`config.mk`:
```
export PLATFORM = sky130hd
export DESIGN_NAME = instruction_fetcher_flat
export DESIGN_NICKNAME = d
export VERILOG_FILES = /design/src/rtl/instruction_fetcher_if.sv /design/src/rtl/instruction_fetcher.sv /design/src/flat_wrapper.sv
export SDC_FILE = /design/constraint.sdc
export NUM_CORES = 1
export LEC_CHECK = 0
export CAP_MARGIN = 20
export CORE_UTILIZATION = 39
export DETAILED_ROUTE_END_ITERATION = 10
export PLACE_DENSITY_LB_ADDON = 0.08
export SETUP_SLACK_MARGIN = 0.3
export SLEW_MARGIN = 15
export SYNTH_ARGS = -nofsm -noshare
export SYNTH_HDL_FRONTEND = slang
export SYNTH_SLANG_ARGS = --single-unit
```
`constraint.sdc`:
```
create_clock -name clk -period 1.62 [get_ports clk]
set_clock_uncertainty 0.15 [all_clocks]
set_input_delay 0.243 -clock clk [delete_from_list [all_inputs] [get_ports clk]]
set_output_delay 0.243 -clock clk [all_outputs]
set_load 0.01 [all_outputs]
```
`src/rtl/instruction_fetcher_if.sv`:
```
// Fetch-stage bus: program memory read channel, decode handoff and control.
// Signal names follow the block's external interface.
interface instruction_fetcher_if #(
    parameter int PROGRAM_MEM_ADDR_BITS = 8,
    parameter int PROGRAM_MEM_DATA_BITS = 16
);
    logic                             fetch_req;
    logic [PROGRAM_MEM_ADDR_BITS-1:0] pc;
    logic                             flush;
    logic                             mem_read_valid;
    logic [PROGRAM_MEM_ADDR_BITS-1:0] mem_read_address;
    logic                             mem_read_ready;
    logic [PROGRAM_MEM_DATA_BITS-1:0] mem_read_data;
    logic [PROGRAM_MEM_DATA_BITS-1:0] instruction;
    logic                             instr_valid;
    logic                             instr_ack;
    logic                             busy;
    logic [15:0]                      fetch_count;

    modport master (
        input  fetch_req, pc, flush, mem_read_ready, mem_read_data, instr_ack,
        output mem_read_valid, mem_read_address, instruction, instr_valid,
        output busy, fetch_count
    );

    modport slave (
        output fetch_req, pc, flush, mem_read_ready, mem_read_data, instr_ack,
        input  mem_read_valid, mem_read_address, instruction, instr_valid,
        input  busy, fetch_count
    );
endinterface

```
`src/rtl/instruction_fetcher.sv`:
```
// Instruction fetch stage: one 16-bit read per request, held until decode
// acknowledges it, with flush that drains an in-flight memory read.
module instruction_fetcher #(
    parameter int PROGRAM_MEM_ADDR_BITS = 8,
    parameter int PROGRAM_MEM_DATA_BITS = 16
) (
    input  logic                  clk,
    input  logic                  reset,
    instruction_fetcher_if.master bus
);
    localparam logic [1:0] IDLE  = 2'b00;
    localparam logic [1:0] REQ   = 2'b01;
    localparam logic [1:0] HOLD  = 2'b10;
    localparam logic [1:0] DRAIN = 2'b11;

    logic [1:0]                       r_state;
    logic                             r_mem_valid;
    logic [PROGRAM_MEM_ADDR_BITS-1:0] r_mem_addr;
    logic [PROGRAM_MEM_DATA_BITS-1:0] r_instr;
    logic                             r_instr_valid;
    logic                             r_busy;
    logic [15:0]                      r_fetch_count;

    always_ff @(posedge clk) begin
        if (!reset) begin
            r_state       <= IDLE;
            r_mem_valid   <= 1'b0;
            r_mem_addr    <= '0;
            r_instr       <= '0;
            r_instr_valid <= 1'b0;
            r_busy        <= 1'b0;
            r_fetch_count <= 16'h0000;
        end else begin
            case (r_state)
                IDLE: begin
                    if (bus.fetch_req) begin
                        r_mem_addr  <= bus.pc;
                        r_mem_valid <= 1'b1;
                        r_busy      <= 1'b1;
                        r_state     <= REQ;
                    end
                end
                REQ: begin
                    if (bus.mem_read_ready) begin
                        r_mem_valid <= 1'b0;
                        if (bus.flush) begin
                            r_busy  <= 1'b0;
                            r_state <= IDLE;
                        end else begin
                            r_instr       <= bus.mem_read_data;
                            r_instr_valid <= 1'b1;
                            r_fetch_count <= r_fetch_count + 16'h0001;
                            r_state       <= HOLD;
                        end
                    end else if (bus.flush) begin
                        // Request can't be retracted; wait out the read.
                        r_state <= DRAIN;
                    end
                end
                DRAIN: begin
                    if (bus.mem_read_ready) begin
                        r_mem_valid <= 1'b0;
                        r_busy      <= 1'b0;
                        r_state     <= IDLE;
                    end
                end
                HOLD: begin
                    if (bus.flush) begin
                        r_instr_valid <= 1'b0;
                        r_busy        <= 1'b0;
                        r_state       <= IDLE;
                    end else if (bus.instr_ack) begin
                        r_instr_valid <= 1'b0;
                        if (bus.fetch_req) begin
                            r_mem_addr  <= bus.pc;
                            r_mem_valid <= 1'b1;
                            r_state     <= REQ;
                        end else begin
                            r_busy  <= 1'b0;
                            r_state <= IDLE;
                        end
                    end
                end
                default: r_state <= IDLE;
            endcase
        end
    end

    assign bus.mem_read_valid   = r_mem_valid;
    assign bus.mem_read_address = r_mem_addr;
    assign bus.instruction      = r_instr;
    assign bus.instr_valid      = r_instr_valid;
    assign bus.busy             = r_busy;
    assign bus.fetch_count      = r_fetch_count;
endmodule

```
`src/flat_wrapper.sv`:
```
// flat-port wrapper written by rule: the top's interface ports become plain ports
module instruction_fetcher_flat 
#(
    parameter int PROGRAM_MEM_ADDR_BITS = 8,
    parameter int PROGRAM_MEM_DATA_BITS = 16
)
  (clk, reset, bus_fetch_req, bus_pc, bus_flush, bus_mem_read_ready, bus_mem_read_data, bus_instr_ack, bus_mem_read_valid, bus_mem_read_address, bus_instruction, bus_instr_valid, bus_busy, bus_fetch_count);
  instruction_fetcher_if #(.PROGRAM_MEM_ADDR_BITS(PROGRAM_MEM_ADDR_BITS), .PROGRAM_MEM_DATA_BITS(PROGRAM_MEM_DATA_BITS)) bus_i ();
  input  logic clk;
  input  logic reset;
  input wire logic [$bits(bus_i.fetch_req)-1:0] bus_fetch_req;
  input wire logic [$bits(bus_i.pc)-1:0] bus_pc;
  input wire logic [$bits(bus_i.flush)-1:0] bus_flush;
  input wire logic [$bits(bus_i.mem_read_ready)-1:0] bus_mem_read_ready;
  input wire logic [$bits(bus_i.mem_read_data)-1:0] bus_mem_read_data;
  input wire logic [$bits(bus_i.instr_ack)-1:0] bus_instr_ack;
  output wire logic [$bits(bus_i.mem_read_valid)-1:0] bus_mem_read_valid;
  output wire logic [$bits(bus_i.mem_read_address)-1:0] bus_mem_read_address;
  output wire logic [$bits(bus_i.instruction)-1:0] bus_instruction;
  output wire logic [$bits(bus_i.instr_valid)-1:0] bus_instr_valid;
  output wire logic [$bits(bus_i.busy)-1:0] bus_busy;
  output wire logic [$bits(bus_i.fetch_count)-1:0] bus_fetch_count;
  assign bus_i.fetch_req = bus_fetch_req;
  assign bus_i.pc = bus_pc;
  assign bus_i.flush = bus_flush;
  assign bus_i.mem_read_ready = bus_mem_read_ready;
  assign bus_i.mem_read_data = bus_mem_read_data;
  assign bus_i.instr_ack = bus_instr_ack;
  assign bus_mem_read_valid = bus_i.mem_read_valid;
  assign bus_mem_read_address = bus_i.mem_read_address;
  assign bus_instruction = bus_i.instruction;
  assign bus_instr_valid = bus_i.instr_valid;
  assign bus_busy = bus_i.busy;
  assign bus_fetch_count = bus_i.fetch_count;
  instruction_fetcher #(.PROGRAM_MEM_ADDR_BITS(PROGRAM_MEM_ADDR_BITS), .PROGRAM_MEM_DATA_BITS(PROGRAM_MEM_DATA_BITS)) u_core (.clk(clk), .reset(reset), .bus(bus_i));
endmodule
```
### Word level (Yosys, flattened, before mapping)

Cells that the tools add are included.

| cells by class | value |
|---|---|
| equal/unequal tests | 14 |
| reduce and logical (&&, ||, !) cells | 10 |
| $add $sub $neg | 1 |
| bitwise gates (word level) | 1 |
| mux-type cells | 30 |

Operators by type and width:

| cell | count |
|---|---|
| 8-bit two-way mux | 3 |
| 16-bit by 1-bit adder with 16-bit output (second input constant) | 1 |
| 8-bit case mux with 2 select lines | 1 |
| 1-bit two-way mux | 15 |
| 2-bit two-way mux | 7 |
| 2-bit inequality test (second input constant) | 7 |
| 3-bit inequality test (second input constant) | 3 |
| 3-bit AND reduction | 3 |
| 2-bit case mux with 4 select lines | 1 |
| 4-bit AND reduction | 2 |
| 6-bit AND reduction | 1 |
| 2-bit == test (second input constant) | 2 |
| 1-bit case mux with 4 select lines | 1 |
| 2-bit nonzero test | 2 |
| 1-bit case mux with 3 select lines | 1 |
| 2-bit by 1-bit == test with 1-bit output (second input constant) | 1 |
| 2-bit logical NOT | 1 |
| 2-bit by 1-bit inequality test with 1-bit output (second input constant) | 1 |
| 1-bit case mux with 2 select lines | 1 |
| 2-bit OR reduction | 1 |
| 1-bit inverter | 1 |

| word-level totals | value |
|---|---|
| output and inout port bits | 43 |
| register bits | 45 |
| input port bits | 30 |
| logic and storage cells | 63 |

### Depth between registers and ports, before layout

| logic depth | value |
|---|---|
| word-level depth | 4 |
| gate-level depth with buffers | 6 |
| depth with buffers taken out | 5 |

### Worst setup path before layout

No wires, ideal clock.

| timing | value |
|---|---|
| path type | register to register |
| start | reg u_core.r_state[0] |
| end | reg u_core.r_fetch_count[9] (netlist: u_core.bus.fetch_count[9]) |
| stages on the path, launching flop included | 6 |
| buffers on the path | 1 |
| required time | 1355 ps |
| library setup time | 115 ps |
| setup slack | 90 ps |
| data arrival time | 1265 ps |
| cells stage by stage | dfxtp_1 > nand4bb_4 > buf_6 > nor4_1 > xor2_1 > and2_1 |

| between the ends | value |
|---|---|
| word-level cells in the longest chain between the ends | 2 |

Ends and longest elaborated chain:

| what | line | RTL |
|---|---|---|
| from (decl) | instruction_fetcher.sv:16 | `logic [1:0] r_state;` |
| from (signal assigned) | instruction_fetcher.sv:26 | `r_state <= IDLE;` |
| from (signal assigned) | instruction_fetcher.sv:40 | `r_state <= REQ;` |
| from (signal assigned) | instruction_fetcher.sv:48 | `r_state <= IDLE;` |
| 2-bit by 1-bit == test with 1-bit output | instruction_fetcher.sv:34 | `case (r_state)` |
| 3-bit AND reduction (no line) | n/a |  |
| to (signal assigned) | instruction_fetcher.sv:52 | `r_fetch_count <= r_fetch_count + 16'h0001;` |
| to (decl) | instruction_fetcher.sv:22 | `logic [15:0] r_fetch_count;` |

No other way between the ends.
A chain may end at the register's enable or synchronous reset.

### Worst setup path after layout

| timing | value |
|---|---|
| start | reg u_core.r_state[1] |
| end | reg u_core.r_fetch_count[0] (netlist: u_core.bus.fetch_count[0]) |

Same word-level chain as after synthesis.

==> results.yml <==
synthesis:
  synth_edf_count: 0
  ys_seq_elements: 45
  synth_top_cells_by_count: "45 x dfxtp_1, 44 x nand2_1, 19 x a21boi_0, 12 x mux2i_1"
  netlist_area_um2: 1910
  synth_area_per_cell_um2: 9.12
  ys_seq_area_share_pct: 47.1
  ys_warn_count: 0
  synth_top_area_share_pct: 47.1
  synthTopCellsByArea: "dfxtp_1 47%, nand2_1 8.6%, a21boi_0 7.5%"
  synthFlopType: "dfxtp_1"
  synthArstFlopShare_pct: 0
  synth_most_common_cell: "dfxtp_1"
  yosysTopAreaCell: "dfxtp_1"
  synthCells: 210
  synth_nets: 241
  ys_types: 31
timing:
  setup_viol: 0
  worstMarginPinSlew_ps: 280
  finalHoldViolations: 0
  finalSetupTns_ps: 0
  post-route-min-period_ps: 1590
  slew_headroom_pct: 81.2
  whs_ps: 304
  max_freq_mhz: 629
  rsz0062_at_grt: "yes"
  post-route-period-util_pct: 98.1
  slew_violations: 0
global_route:
  grt_pass1_vias: 1816
  antenna_found_initial: 0
  grt_max_degree: 21
  grt_usage_pct: 21.1
  grt-ovfl-total: 0
  grt_pass1_wl_um: 8410
routing:
  drtIter0Drc: 81
  drtAntennaViolNets: 0
  drc: 0
  drtPass1Iterations: 4
  vias_per_cell: 4.97
  wire_per_inst_um: 14.7
  wl_um: 5700
  via_count: 1929
die:
  dieArea_um2: 5190
  core_area_um2: 4720
  dieWidth_um: 72.1
  die_height_um: 72.1
  initial_core_util_pct: 40.5
  io_pins: 73
  num_rows: 25
power:
  power.net_switching_uw: 554
  power.density_nw_per_um2: 660
  p_int_mw: 1.73
  power_mw: 2.29
  clkPwrFrac_pct: 33.8
  cellLeakagePower_nw: 1.50
  seqPwrFrac_pct: 50.3
  switching_share_pct: 24.2
  combPwrFrac_pct: 15.9
  ir_worst_vdd_v: 0.000461
final_layout:
  area_growth_pct: 81.0
  stdcell_count: 388
  nNetsFinal: 351
  drive_above_1_share_pct: 41.1
  multi_input_area_um2: 1250
  antenna_cells: 0
  seq_area_um2: 940
  final_area_um2: 3470
  nFillCells: 362
setup_path:
  cp_top_family: "buffers and inverters"
  cp.required_ps: 1670
  timing.rr.end: "u_core.bus.fetch_count[0]$_SDFFE_PN0P_"
  r2r_cells: 6
  path_cells: "nand4bb_4 -> buf_12 -> buf_4 -> buf_6 -> xnor2_1 -> and2_1"
  crit_fanout: 6
  critPathLaunchType: "flip-flop"
  crit_buf_inv: 3
  r2r_setup_slack_ps: 30
  cp_slowest_cell: "dfxtp_2"
  arrival_ps: 1640
  slowest_delay_ps: 340
  crit_path_end_kind: "flip-flop"
  crit-reg2reg-launch: "u_core.r_state[1]$_SDFFE_PN0P_"
  crit_type: "flip-flop to flip-flop"
placement:
  dp.cells: 353
  dpl_cell_area_um2: 2850
  io_buffers: 72
  place.gp.congestion: 0.736
  dp_hpwl_um: 3040
min_path:
  hp-class: "flip-flop to flip-flop"
  worstHoldStart: "u_core.bus.instruction[3]$_SDFFE_PN0P_"
  hold_depth: 2
  min_to: "u_core.bus.instruction[3]$_SDFFE_PN0P_"
outcome:
  status: "finished clean"
clock_network:
  cts_tree: "done"
  clockBufferDepth: 2
  cts.sinks: 45
  worstSkewPairLatency_ps: 300
  clkTransAtPathRegs_ps: 90
  htreeDepth: 2
  cts_buffers: 5
  cts_root_buf: "clkbuf_8"
  cts_hold_buffers: 0
run:
  drv_cap: 0
==> worst max path at each step <==
stage / cells past startpoint / start / endpoint / slack, ps
3_5_place_dp: 6 / bus_flush / u_core.bus.fetch_count[5]$_SDFFE_PN0P_ / -450
3_3_place_gp: 6 / bus_flush / u_core.bus.fetch_count[5]$_SDFFE_PN0P_ / -400
2_1_floorplan: 5 / u_core.r_state[1]$_SDFFE_PN0P_ / u_core.bus.fetch_count[9]$_SDFFE_PN0P_ / 170
4_1_cts: 5 / u_core.r_state[1]$_SDFFE_PN0P_ / u_core.bus.fetch_count[5]$_SDFFE_PN0P_ / 70
6_report: 6 / u_core.r_state[1]$_SDFFE_PN0P_ / u_core.bus.fetch_count[0]$_SDFFE_PN0P_ / 30
5_1_grt: 7 / u_core.r_state[0]$_SDFFE_PN0P_ / u_core.bus.instruction[10]$_SDFFE_PN0P_ / -7
==> metal layers <==
metal  up-vias  wire length (µm)  track usage [%]
li1        925                 -                -
met1       931              2450             26.6
met2        62              2830             34.9
met3        11               320             5.69
met4         0               107             7.41
met5         -                 0                0
==> state kept, by name (all words and copies together) (netlist names) <==
register                     cells
u_core.bus.instr_valid           1
u_core.bus.busy                  1
u_core.r_state                   2
u_core.bus.instruction          16
u_core.bus.fetch_count          16
u_core.bus.mem_read_address      8
u_core.bus.mem_read_valid        1
==> logic make-up (layout without fill, tap and decap cells) <==
kind of cell	count (synthesis)	count (layout)	synth area share, %
buffers and inverters	13	123	3.20
AO/OA/AOI/OAI	30	30	11.0
XOR/XNOR	10	10	4.58
adder cells (fa/ha/maj)	1	1	0.653
flip-flops	45	45	47.1
AND/OR/NAND/NOR	98	99	26.6
multiplexers	13	13	6.86
==> power groups by stage <==
stage | Clock [mW] | Sequential [mW] | Combinational (mW)
2_1_floorplan | 0 | 1.20 | 0.106
3_3_place_gp | 0 | 1.18 | 0.294
3_5_place_dp | 0 | 1.18 | 0.297
4_1_cts | 0.782 | 1.15 | 0.330
5_1_grt | 0.836 | 1.15 | 0.391
6_report | 0.773 | 1.15 | 0.365
==> worst min-delay path, cell delays in order, from the launching register on <==
cell and delay [ps]:
dfxtp_1 320, nand2_1 50, a21boi_1 50
==> final cells by class <==
type	instances	area share, %
clock buffers	7	2.78
clock inverters	1	0.144
inverters	2	0.217
multi-input cells	153	36.2
flip-flops and latches	45	27.1
well taps	67	2.42
repair buffers	113	31.2
==> per-stage QoR <==
| step | worst slack (ps) | util [%] |
|---|---|---|
| 2_1_floorplan | 170 | - |
| 3_3_place_gp | -401 | 60.3 |
| 3_5_place_dp | -447 | 60.3 |
| 4_1_cts | 66.4 | 69.0 |
| 5_1_grt | -7.15 | 73.4 |
| 6_report | 30.8 | 73.4 |
==> repair_timing <==
item | CTS | global route
gates cloned | 6 | 0
gates resized for setup | 128 | 97
endpoints found under the setup margin | 87 | 85
setup buffers | 12 | 9
pin swaps | 20 | 21
==> cell usage in the layout (no fill, tap or decap), drive strengths merged, types with 3 or more instances in the layout <==
cell,n
nor3,3
nor2,5
nand2,44
dlygate4sd2,3
dfxtp,45
clkdlybuf4s50,27
xor2,7
a21boi,20
nand2b,6
buf,45
mux2i,12
clkdlybuf4s15,21
clkbuf,24
a21oi,3
xnor2,3
and2,10
nor2b,10
nor4,5
nand3,8
o21ai,4
(Power assumes the default switching activity.)
